--- config.mk ---
export PLATFORM = sky130hd
export DESIGN_NAME = dma_snd_fetch_flat
export DESIGN_NICKNAME = d
export VERILOG_FILES = /design/src/rtl/dma_snd_fetch_pkg.sv /design/src/rtl/dma_snd_fetch_if.sv /design/src/rtl/sync_fifo8.sv /design/src/rtl/dma_snd_fetch.sv /design/src/flat_wrapper.sv
export SDC_FILE = /design/constraint.sdc
export NUM_CORES = 1
export LEC_CHECK = 0
export CORE_ASPECT_RATIO = 0.5
export CORE_MARGIN = 4
export CORE_UTILIZATION = 52
export CTS_BUF_LIST = sky130_fd_sc_hd__clkbuf_8
export DETAILED_ROUTE_END_ITERATION = 7
export PLACE_DENSITY = 0.78
export SLEW_MARGIN = 30
export SYNTH_ARGS = -nofsm -noshare
export SYNTH_HDL_FRONTEND = slang
export SYNTH_HIERARCHICAL = 1
export SYNTH_SLANG_ARGS = --single-unit
--- constraint.sdc ---
create_clock -name clk -period 2.8 [get_ports clk]
set_input_delay 0.56 -clock clk [delete_from_list [all_inputs] [get_ports clk]]
set_output_delay 0.56 -clock clk [all_outputs]
set_load 0.02 [all_outputs]
--- src/rtl/dma_snd_fetch_pkg.sv ---
// Shared definitions for the dma_* client family.
// Holds the fetch FSM encoding, FIFO geometry, register indices and the
// small helpers used to build the block-length and status values.
package dma_snd_fetch_pkg;

    typedef enum logic [1:0] {
        ST_IDLE  = 2'd0,
        ST_RUN   = 2'd1,
        ST_DRAIN = 2'd2
    } dma_state_t;

    localparam int unsigned FIFO_DEPTH = 8;
    localparam int unsigned FIFO_AW    = 3;
    localparam int unsigned ADDR_W     = 22;
    localparam int unsigned LEN_W      = 17;   // up to 256 blocks of 256 bytes

    localparam logic [1:0] REG_ADDR_LO  = 2'd0;
    localparam logic [1:0] REG_ADDR_MID = 2'd1;
    localparam logic [1:0] REG_ADDR_HI  = 2'd2;
    localparam logic [1:0] REG_CTRL     = 2'd3;

    // Transfer length in bytes for a control-register write of 'blocks'.
    function automatic logic [LEN_W-1:0] block_len(input logic [7:0] blocks);
        return {({1'b0, blocks} + 9'd1), 8'h00};
    endfunction

    function automatic logic [7:0] status_byte(input logic       busy,
                                               input logic       empty,
                                               input logic       full,
                                               input logic [3:0] count);
        return {busy, empty, full, 1'b0, count};
    endfunction

endpackage

--- src/rtl/dma_snd_fetch_if.sv ---
// DMA sequencer bus (slot 3) between a fetch client and the sequencer.
//   dma_req  : client requests a read
//   dma_ack  : one-cycle, request accepted (address consumed)
//   dma_end  : one-cycle, dma_rd carries the read data
//   dma_rnw  : read/not-write
//   dma_rd   : read data
//   dma_wd   : write data
//   dma_addr : 22-bit byte address
// master = fetch client side, slave = sequencer side.
interface dma_snd_fetch_if;
    import dma_snd_fetch_pkg::*;

    logic              dma_req;
    logic              dma_ack;
    logic              dma_end;
    logic              dma_rnw;
    logic [7:0]        dma_rd;
    logic [7:0]        dma_wd;
    logic [ADDR_W-1:0] dma_addr;

    modport master (
        output dma_req, dma_rnw, dma_wd, dma_addr,
        input  dma_ack, dma_end, dma_rd
    );

    modport slave (
        input  dma_req, dma_rnw, dma_wd, dma_addr,
        output dma_ack, dma_end, dma_rd
    );

endinterface

--- src/rtl/sync_fifo8.sv ---
// 8-entry x 8-bit synchronous FIFO with first-word-fall-through output.
//   clk, rst_n : clock, asynchronous active-low reset
//   push       : write push_data (ignored when full and not popping)
//   push_data  : write data
//   pop        : remove head entry (ignored when empty)
//   data       : head entry, 0 while empty
//   count      : occupancy 0..8
//   empty/full : occupancy flags
module sync_fifo8
    import dma_snd_fetch_pkg::*;
(
    input  logic       clk,
    input  logic       rst_n,
    input  logic       push,
    input  logic [7:0] push_data,
    input  logic       pop,
    output logic [7:0] data,
    output logic [3:0] count,
    output logic       empty,
    output logic       full
);

    logic [7:0]         mem [FIFO_DEPTH];
    logic [FIFO_AW-1:0] wr_ptr;
    logic [FIFO_AW-1:0] rd_ptr;
    logic               do_push;
    logic               do_pop;

    assign empty   = (count == 4'd0);
    assign full    = (count == 4'(FIFO_DEPTH));
    assign do_pop  = pop && !empty;
    assign do_push = push && (!full || do_pop);

    // Storage carries no reset; the output is masked while empty instead.
    always_ff @(posedge clk) begin
        if (do_push) begin
            mem[wr_ptr] <= push_data;
        end
    end

    always_ff @(posedge clk or negedge rst_n) begin
        if (!rst_n) begin
            wr_ptr <= '0;
            rd_ptr <= '0;
            count  <= '0;
        end else begin
            if (do_push) begin
                wr_ptr <= wr_ptr + FIFO_AW'(1);
            end
            if (do_pop) begin
                rd_ptr <= rd_ptr + FIFO_AW'(1);
            end
            case ({do_push, do_pop})
                2'b10:   count <= count + 4'd1;
                2'b01:   count <= count - 4'd1;
                default: count <= count;
            endcase
        end
    end

    assign data = empty ? '0 : mem[rd_ptr];

endmodule

--- src/rtl/dma_snd_fetch.sv ---
// Sound-data DMA fetch client. Reads a block of (n+1)*256 bytes from a
// programmed 22-bit start address through the DMA sequencer and streams the
// bytes out through an 8-entry FIFO.
//   clk, rst_n            : clock, asynchronous active-low reset
//   module_select,
//   write_strobe, regsel,
//   din, dout             : register port (0..2 address bytes, 3 ctrl/status)
//   dma                   : DMA sequencer bus, master side
//   out_data, out_valid,
//   out_ready             : byte stream to the consumer
//   int_req               : one-cycle pulse when a block has fully arrived
module dma_snd_fetch
    import dma_snd_fetch_pkg::*;
(
    input  logic             clk,
    input  logic             rst_n,
    input  logic             module_select,
    input  logic             write_strobe,
    input  logic [1:0]       regsel,
    input  logic [7:0]       din,
    output logic [7:0]       dout,
    dma_snd_fetch_if.master  dma,
    output logic [7:0]       out_data,
    output logic             out_valid,
    input  logic             out_ready,
    output logic             int_req
);

    dma_state_t        state_q;
    dma_state_t        state_d;
    logic [ADDR_W-1:0] addr_q;
    logic [LEN_W-1:0]  remain_q;
    logic [1:0]        inflight_q;

    logic              reg_wr;
    logic              start;
    logic              acked;
    logic              ended;
    logic              fifo_pop;
    logic              fifo_empty;
    logic              fifo_full;
    logic [3:0]        fifo_count;
    logic [4:0]        credit_use;
    logic              req_c;
    logic              irq_c;

    // Registers are only writable while idle.
    assign reg_wr = module_select && write_strobe && (state_q == ST_IDLE);
    assign start  = reg_wr && (regsel == REG_CTRL);
    assign acked  = dma.dma_ack && (state_q == ST_RUN);
    // Reads abandoned by a reset can still complete later; drop them in IDLE.
    assign ended  = dma.dma_end && (state_q != ST_IDLE);

    assign fifo_pop  = out_ready && !fifo_empty;
    assign out_valid = !fifo_empty;

    // Slots already spoken for: stored bytes plus reads still in flight,
    // less the byte leaving this cycle.
    assign credit_use = 5'(fifo_count) + 5'(inflight_q) - 5'(fifo_pop);

    sync_fifo8 u_fifo (
        .clk       (clk),
        .rst_n     (rst_n),
        .push      (ended),
        .push_data (dma.dma_rd),
        .pop       (fifo_pop),
        .data      (out_data),
        .count     (fifo_count),
        .empty     (fifo_empty),
        .full      (fifo_full)
    );

    always_ff @(posedge clk or negedge rst_n) begin
        if (!rst_n) begin
            state_q <= ST_IDLE;
        end else begin
            state_q <= state_d;
        end
    end

    always_comb begin
        state_d = state_q;
        req_c   = 1'b0;
        irq_c   = 1'b0;
        case (state_q)
            ST_IDLE: begin
                if (start) begin
                    state_d = ST_RUN;
                end
            end
            ST_RUN: begin
                req_c = (credit_use < 5'(FIFO_DEPTH));
                if (acked && (remain_q == LEN_W'(1))) begin
                    state_d = ST_DRAIN;
                end
            end
            ST_DRAIN: begin
                if (inflight_q == 2'd0) begin
                    state_d = ST_IDLE;
                    irq_c   = 1'b1;
                end
            end
            default: state_d = ST_IDLE;
        endcase
    end

    always_ff @(posedge clk or negedge rst_n) begin
        if (!rst_n) begin
            addr_q     <= '0;
            remain_q   <= '0;
            inflight_q <= '0;
        end else begin
            if (reg_wr) begin
                case (regsel)
                    REG_ADDR_LO:  addr_q[7:0]   <= din;
                    REG_ADDR_MID: addr_q[15:8]  <= din;
                    REG_ADDR_HI:  addr_q[21:16] <= din[5:0];
                    default:      remain_q      <= block_len(din);
                endcase
            end else if (acked) begin
                addr_q   <= addr_q + ADDR_W'(1);
                remain_q <= remain_q - LEN_W'(1);
            end
            case ({acked, ended})
                2'b10:   inflight_q <= inflight_q + 2'd1;
                2'b01:   inflight_q <= inflight_q - 2'd1;
                default: inflight_q <= inflight_q;
            endcase
        end
    end

    always_comb begin
        dout = '0;
        case (regsel)
            REG_ADDR_LO:  dout = addr_q[7:0];
            REG_ADDR_MID: dout = addr_q[15:8];
            REG_ADDR_HI:  dout = {2'b00, addr_q[21:16]};
            default:      dout = status_byte(state_q != ST_IDLE, fifo_empty,
                                             fifo_full, fifo_count);
        endcase
    end

    assign dma.dma_req  = req_c;
    assign dma.dma_rnw  = 1'b1;
    assign dma.dma_wd   = '0;
    assign dma.dma_addr = addr_q;
    assign int_req      = irq_c;

endmodule

--- src/flat_wrapper.sv ---
// flat-port wrapper written by rule: the top's interface ports become plain ports
module dma_snd_fetch_flat import dma_snd_fetch_pkg::*;
  (clk, rst_n, module_select, write_strobe, regsel, din, dout, out_data, out_valid, out_ready, int_req, dma_dma_req, dma_dma_rnw, dma_dma_wd, dma_dma_addr, dma_dma_ack, dma_dma_end, dma_dma_rd);
  dma_snd_fetch_if dma_i ();
  input  logic clk;
  input  logic rst_n;
  input  logic module_select;
  input  logic write_strobe;
  input  logic [1:0] regsel;
  input  logic [7:0] din;
  output logic [7:0] dout;
  output logic [7:0] out_data;
  output logic out_valid;
  input  logic out_ready;
  output logic int_req;
  output wire logic [$bits(dma_i.dma_req)-1:0] dma_dma_req;
  output wire logic [$bits(dma_i.dma_rnw)-1:0] dma_dma_rnw;
  output wire logic [$bits(dma_i.dma_wd)-1:0] dma_dma_wd;
  output wire logic [$bits(dma_i.dma_addr)-1:0] dma_dma_addr;
  input wire logic [$bits(dma_i.dma_ack)-1:0] dma_dma_ack;
  input wire logic [$bits(dma_i.dma_end)-1:0] dma_dma_end;
  input wire logic [$bits(dma_i.dma_rd)-1:0] dma_dma_rd;
  assign dma_dma_req = dma_i.dma_req;
  assign dma_dma_rnw = dma_i.dma_rnw;
  assign dma_dma_wd = dma_i.dma_wd;
  assign dma_dma_addr = dma_i.dma_addr;
  assign dma_i.dma_ack = dma_dma_ack;
  assign dma_i.dma_end = dma_dma_end;
  assign dma_i.dma_rd = dma_dma_rd;
  dma_snd_fetch u_core (.clk(clk), .rst_n(rst_n), .module_select(module_select), .write_strobe(write_strobe), .regsel(regsel), .din(din), .dout(dout), .dma(dma_i), .out_data(out_data), .out_valid(out_valid), .out_ready(out_ready), .int_req(int_req));
endmodule
==> results.ini, run 1 <==
[cts]
htreeDepth = 4
cts.sinks = 117
cts_buffers = 17
cts_buffer_depth = 2
cts-root-buf = clkbuf_8
cts_tree = yes
clkTransAtPathRegs_ns = 0.09
clk_latency_ns = 0.44
hold_buffers = 0

[synthesis]
yosys.area.top_type = edfxtp_1
synth_commonest_cells = 64 x edfxtp_1, 64 x nor2_1, 53 x dfrtp_1
synthTopCellsByArea = edfxtp_1 31%, dfrtp_1 21%, mux4_2 7.6%
synth_cell_types = 72
synth_edf_count = 64
ys_ff_latch = 117
async_flop_share_pct = 45.30
netlist_area_um2 = 6222
ys_seq_area_share_pct = 52.20
syn_inst = 543
ys_warn_count = 6
yosysTopAreaCellShare_pct = 30.89
synthFlopType = edfxtp_1
syn_avg_cell_area_um2 = 11.46

[worst_setup_path]
critPathSlowestCell = or3_4
crit_fanout = 2
cp_cell_sequence = or3_4 > nor2_4 > nor2b_4 > ha_4 > inv_2 > ha_4 > nand2_2 > o21bai_1 > a21oi_1 > mux2i_1 > nor2_2 > buf_6
crit_arrival_ns = 2.58
startpoint = u_core/u_fifo/count[0]
required_ns = 2.24
cp_common_cell = ha_4
start_kind = register
regToRegStartpoint = u_core/u_fifo/count[0]
crit_path_end_kind = primary output
path_class = reg2out
max_stage_delay_ns = 0.40

[worst_hold_path]
hp-class = in2async

[cells_and_area]
antenna_cells = 0
instances_no_fill = 802
fillers = 839
drive_above_1_share_pct = 18.04
nets = 670
syn_to_final_growth_pct = 23.37

[timing]
setup_tns_ns = -0.3437
skew_ns = 0.01389
min_period_ns = 3.144
min_period_over_period_pct = 112.3
finalSetupViolations = 1
tightest_slew_ns = 0.6997
worst_slack_ns = -0.3437
slew_headroom_pct = 53.00
rsz0062_at_grt = yes
final_max_slew_viol_count = 0
max_clock_freq_mhz = 318.1
hold_viol = 0

[routing]
detail-route-antenna-nets = 0
wire_per_inst_um = 19.04
vias_per_cell = 6.001
vias = 4813
drc = 0
drt_iter0_drc = 561
dr.pass1.iters = 5
totalWireLength_mm = 15.27

[floorplanning]
fp.dieH_um = 85.35
start_util_pct = 54.82
rows = 27
core_um2 = 11350
die_w_um = 162.7
dieArea_um2 = 13890
ios = 75

[power_and_ir_drop]
p_leak_uw = 0.002924
vdd_drop_max_mv = 0.4818
total_power_uw = 7919
power_density_nw_per_um2 = 1032

[global_routing]
grt_start_max_net_pins = 39
antenna_found_initial = 0
gr-usage-all-layers_pct = 22.64
grt_pass1_vias = 4647
overflow = 0
grt_pass1_wl_mm = 24.39

[run_status]
failed_checks = negative setup slack
status = finished with violations

[placement]
place_congestion = 0.9275
hpwl_mm = 10.26
placement.io_buffers = 65
dp.cells = 765

[job]
cap_violations = 0

==> sequential cells by signal, indices dropped and copies added (netlist names) <==
signal and count:
u_core/u_fifo/mem 64, u_core/dma.dma_addr 22, u_core/remain_q 17, u_core/u_fifo/count 4, u_core/u_fifo/rd_ptr 3, u_core/u_fifo/wr_ptr 3
u_core/inflight_q 2, u_core/state_q 2
==> metal layers <==
| metal | wire (µm) | GRT usage (%) |
|---|---|---|
| met4 | 380 | 8.219 |
| met3 | 1141 | 5.143 |
| met1 | 6426 | 30.05 |
| met5 | 0 | 0 |
| met2 | 7319 | 36.95 |
==> final cells by class <==
class / count / area [µm²] / share of cell area, %
clock inverter: 15 / 155.1 / 2.021
tap: 159 / 198.9 / 2.592
sequential: 117 / 3248 / 42.31
clock buffer: 17 / 234.0 / 3.048
timing repair buffer: 100 / 952.2 / 12.40
multi-input combinational: 374 / 2813 / 36.64
inverter: 20 / 75.07 / 0.9780
==> logic make-up (layout without fill, tap and decap cells) <==
group                      Yosys count  count (layout)  synth area share, %
adders and majority gates           15              15                3.137
AOI/OAI and AO/OA                  106             106                11.72
DFF                                117             117                52.20
buffers and inverters               59             152                4.504
other                                2               9               0.1207
and+or+nand+nor                    186             186                15.06
muxes                               38              38                10.44
xor gates and xnor gates            20              20                2.815
==> placed cells by master, fill, tap and decap left out, types with 4 or more instances in the layout <==
cell and instances:
o22a_1 11, a21oi_1 21, nor3_1 10, mux2i_1 15, clkdlybuf4s50_1 47, nand2_1 37
xnor2_1 16, ha_1 10, buf_4 29, inv_6 5, o22ai_1 7, nand3_1 18
o21ai_0 20, and3_1 7, nand2b_1 6, nor2_1 63, nand4_1 10, inv_1 18
ha_4 4, dfrtp_1 53, clkbuf_8 17, a31oi_1 13, edfxtp_1 64, mux4_2 21
conb_1 9, xor2_1 4, dlygate4sd2_1 15, inv_8 5, o21a_1 6, buf_12 5
==> where the power goes <==
part / internal [µW] / switching [µW]
registers: 2280 / 548
logic: 1710 / 1850
clock network: 668 / 870
==> path summary, 6_finish.rpt <==
check                                               end  slack, ns  depth (start not counted)
max in group asynchronous       u_core/dma.dma_addr[10]       1.95                          2
worst max-delay path                        dma_dma_req      -0.34                         12
worst min register to register      u_core/remain_q[12]       0.54                          1
worst min-delay path            u_core/u_fifo/rd_ptr[0]       0.01                          1
min in group clk                    u_core/remain_q[12]       0.54                          1
worst max register to register   u_core/u_fifo/count[3]       0.08                         13
==> timing repair <==
action,CTS,global route
gates cloned,0,0
pin swaps,6,6
buffers inserted,3,2
resized for setup,27,9
setup endpoints to repair,16,3
==> metrics by stage <==
stage	cell area (µm²)	setup WS [ns]	hold slack, ns	utilization, %
after CTS	7631	-0.2918	0.008261	67.23
after global routing	7676	-0.4315	0.01682	67.63
after detailed placement	7208	-0.4950	0.4871	63.50
final	7676	-0.3437	0.01217	67.63
after floorplan	6266	-0.001076	0.2644	-
after global placement	7208	-0.4519	0.4845	63.50
==> worst max-delay path: cells and delay by family, from the launching register on <==
| kind | cells | cell delay, ns |
|---|---|---|
| simple gates | 5 | 0.73 |
| flops | 1 | 0.38 |
| fa+ha+maj | 2 | 0.34 |
| mux | 1 | 0.27 |
| compound gates | 2 | 0.23 |
| buf+inv | 2 | 0.18 |
(Power assumes the default switching activity.)
==> run 2: changes to the inputs <==
Settings changed: ABC_CLOCK_PERIOD_IN_PS from default to 2800.
==> results of run 2 <==
No change in the layout: final DEF, timing and power equal those of run 1.
==> run 3: changes to the inputs <==
Settings changed: CORE_MARGIN 4 to 8, GPL_ROUTABILITY_DRIVEN from default to 0.
==> results.ini, run 3 (synthesized netlist as in run 1, its figures left out) <==
[run_status]
status = finished with violations
failed_checks = negative setup slack

[cts]
htreeDepth = 4  ; unchanged
cts.sinks = 117  ; unchanged
cts_buffer_depth = 2  ; unchanged
hold_buffers = 0  ; unchanged
cts-root-buf = clkbuf_8
cts_tree = yes
cts_buffers = 17  ; unchanged
clk_latency_ns = 0.43  ; about the same
clkTransAtPathRegs_ns = 0.08  ; about the same

[placement]
hpwl_mm = 10.42  ; +1.6%
placement.io_buffers = 65  ; unchanged
dpl_worst_slack_ns = -0.5380  ; -0.04295 ns
place_area_um2 = 7248  ; +0.56%

[routing]
drc = 0  ; unchanged
drt_iter0_drc = 484  ; -14%
wirelength_met1_mm = 6.578  ; +2.4%
vias = 4843  ; +0.62%
wire_per_inst_um = 19.40  ; +1.9%
met3_length_mm = 1.132  ; -0.79%
vias_per_cell = 5.972  ; -0.49%
detail-route-antenna-nets = 0  ; unchanged
totalWireLength_mm = 15.73  ; +3.0%
dr.pass1.iters = 5  ; unchanged
top_layer_used = met4
dr_wl_met2_mm = 7.617  ; +4.1%

[floorplanning]
die_w_um = 170.7  ; +4.9%
rows = 28  ; +3.7%
core_um2 = 11740  ; +3.4%
dieArea_um2 = 15930  ; +15%
ios = 75  ; unchanged
fp.dieH_um = 93.35  ; +9.4%
start_util_pct = 53.02  ; -1.8 points

[power_and_ir_drop]
vdd_drop_max_mv = 0.6181  ; +28%
power_density_nw_per_um2 = 1044  ; +1.3%
p_leak_uw = 0.002979  ; +1.9%
total_power_uw = 8065  ; +1.8%

[cells_and_area]
layout_commonest_cell = edfxtp_1
mostFrequentLayoutCells = 64 x edfxtp_1, 63 x nor2_1, 52 x dfrtp_1
fin_util_pct = 65.79  ; -1.8 points
antenna_cells = 0  ; unchanged
final_area_um2 = 7721  ; +0.59%
syn_to_final_growth_pct = 24.09
nets = 673  ; +0.45%
largest_reg_flops = 64  ; unchanged
regMostFlops = u_core/u_fifo/mem
drive_above_1_share_pct = 17.96  ; -0.084 points
fillers = 877  ; +4.5%

[timing]
rsz0062_at_grt = yes
final_max_slew_viol_count = 0  ; unchanged
skew_ns = 0.009938  ; -0.003951 ns
hold_viol = 0  ; unchanged
max_clock_freq_mhz = 329.3  ; +3.5%
setup_tns_ns = -0.2368  ; +0.1068 ns
slew_headroom_pct = 53.61  ; +0.62 points
worst_slack_ns = -0.2368  ; +0.1068 ns
min_period_ns = 3.037  ; -0.1068 ns
tightest_slew_ns = 0.6954  ; -0.004255 ns
finalSetupViolations = 1  ; unchanged
min_period_over_period_pct = 108.5  ; -3.8 points

[global_routing]
gr-usage-all-layers_pct = 19.48  ; -3.2 points
overflow = 0  ; unchanged
grt_pass1_wl_mm = 24.19  ; -0.82%
grt_pass1_vias = 4678  ; +0.67%
antenna_found_initial = 0  ; unchanged
grt_start_max_net_pins = 38  ; -2.6%

[worst_setup_path]
max_stage_delay_ns = 0.41  ; about the same
path_class = reg2out
crit_arrival_ns = 2.48  ; -0.10 ns
crit_buf_inv = 2  ; unchanged
crit_fanout = 2  ; unchanged
cp_common_cell = ha_4
crit_path_end_kind = primary output
r2r_cells = 12  ; -1
cp_cell_sequence = or3_4 > nor2_4 > nor2b_4 > ha_4 > inv_2 > ha_4 > nand2_2 > o21bai_1 > a21oi_2 > mux2i_1 > nor2_2 > buf_6
required_ns = 2.24  ; about the same
cp_top_family = simple AND/OR/NAND/NOR gates
start_kind = register
critPathSlowestCell = or3_4
crit_cells = 12  ; unchanged

[worst_hold_path]
hp-class = in2async

[job]
cap_violations = 0  ; unchanged

## run 3: changes by cell type in the layout (fill, tap and decap cells not counted), moves of 2 or more
cell,before,now
clkinv_4,0,2
inv_6,5,3
buf_4,29,33
clkinv_8,2,0
bufinv_16,0,2
ha_1,10,12
ha_4,4,2
## run 3: through the flow
stage / hold slack (ns) / cells
4_1_cts: 0.1055 / 809
3_3_place_gp: 0.5058 / 777
6_report: 0.1169 / 811
3_5_place_dp: 0.5126 / 777
2_1_floorplan: 0.2644 / 550
5_1_grt: 0.1504 / 811
## run 3: area by class of cell
| type | count | area, µm² | share of cell area, % |
|---|---|---|---|
| repair buffers | 103 | 983.4 | 12.74 |
| multi-input cells | 374 | 2786 | 36.09 |
| well taps | 165 | 206.4 | 2.674 |
| inverters | 20 | 75.07 | 0.9723 |
| flip-flops and latches | 117 | 3249 | 42.08 |
| clock inverters | 15 | 186.4 | 2.415 |
| clock buffers | 17 | 234.0 | 3.030 |
## run 3: final timing paths
kind | startpoint | endpoint | slack (ns)
setup / recovery | u_core/u_fifo/count[2] | dma_dma_req | -0.24
min in group clk | u_core/remain_q[1] | u_core/remain_q[1] | 0.53
hold reg to reg | u_core/remain_q[1] | u_core/remain_q[1] | 0.53
setup reg to reg | u_core/u_fifo/count[2] | u_core/u_fifo/count[3] | 0.25
max in group asynchronous | rst_n | u_core/u_fifo/rd_ptr[0] | 1.99
hold / removal | rst_n | u_core/u_fifo/count[3] | 0.12
## run 3: repair_timing
| item | 4_1_cts | 5_1_grt |
|---|---|---|
| gates cloned | 0 | 1 |
| resized for setup | 26 | 3 |
| buffers inserted | 0 | 1 |
| pin swaps | 6 | 1 |
| setup endpoints to repair | 17 | 3 |
## run 3: worst register-to-register path, stage by stage, from the launching register on
cell,delay [ns]
dfrtp_1,0.38
or3_4,0.41
nor2_4,0.13
nor2b_4,0.06
buf_4,0.17
o21ai_2,0.07
or2b_1,0.13
inv_1,0.06
ha_1,0.26
a211oi_1,0.35
or3_4,0.20
o21a_1,0.10
o221ai_1,0.11
## run 3: power breakdown
group          internal [µW]  switching, µW
combinational           1710           1860
sequential              2280            555
clock                    837            820
total                   4830           3240
## run 3: layer usage
layer	vias to the layer above	global-route usage (%)
met5	-	0
met4	0	8.267
li1	2204	-
met2	220	32.47
met1	2384	24.61
met3	35	4.035
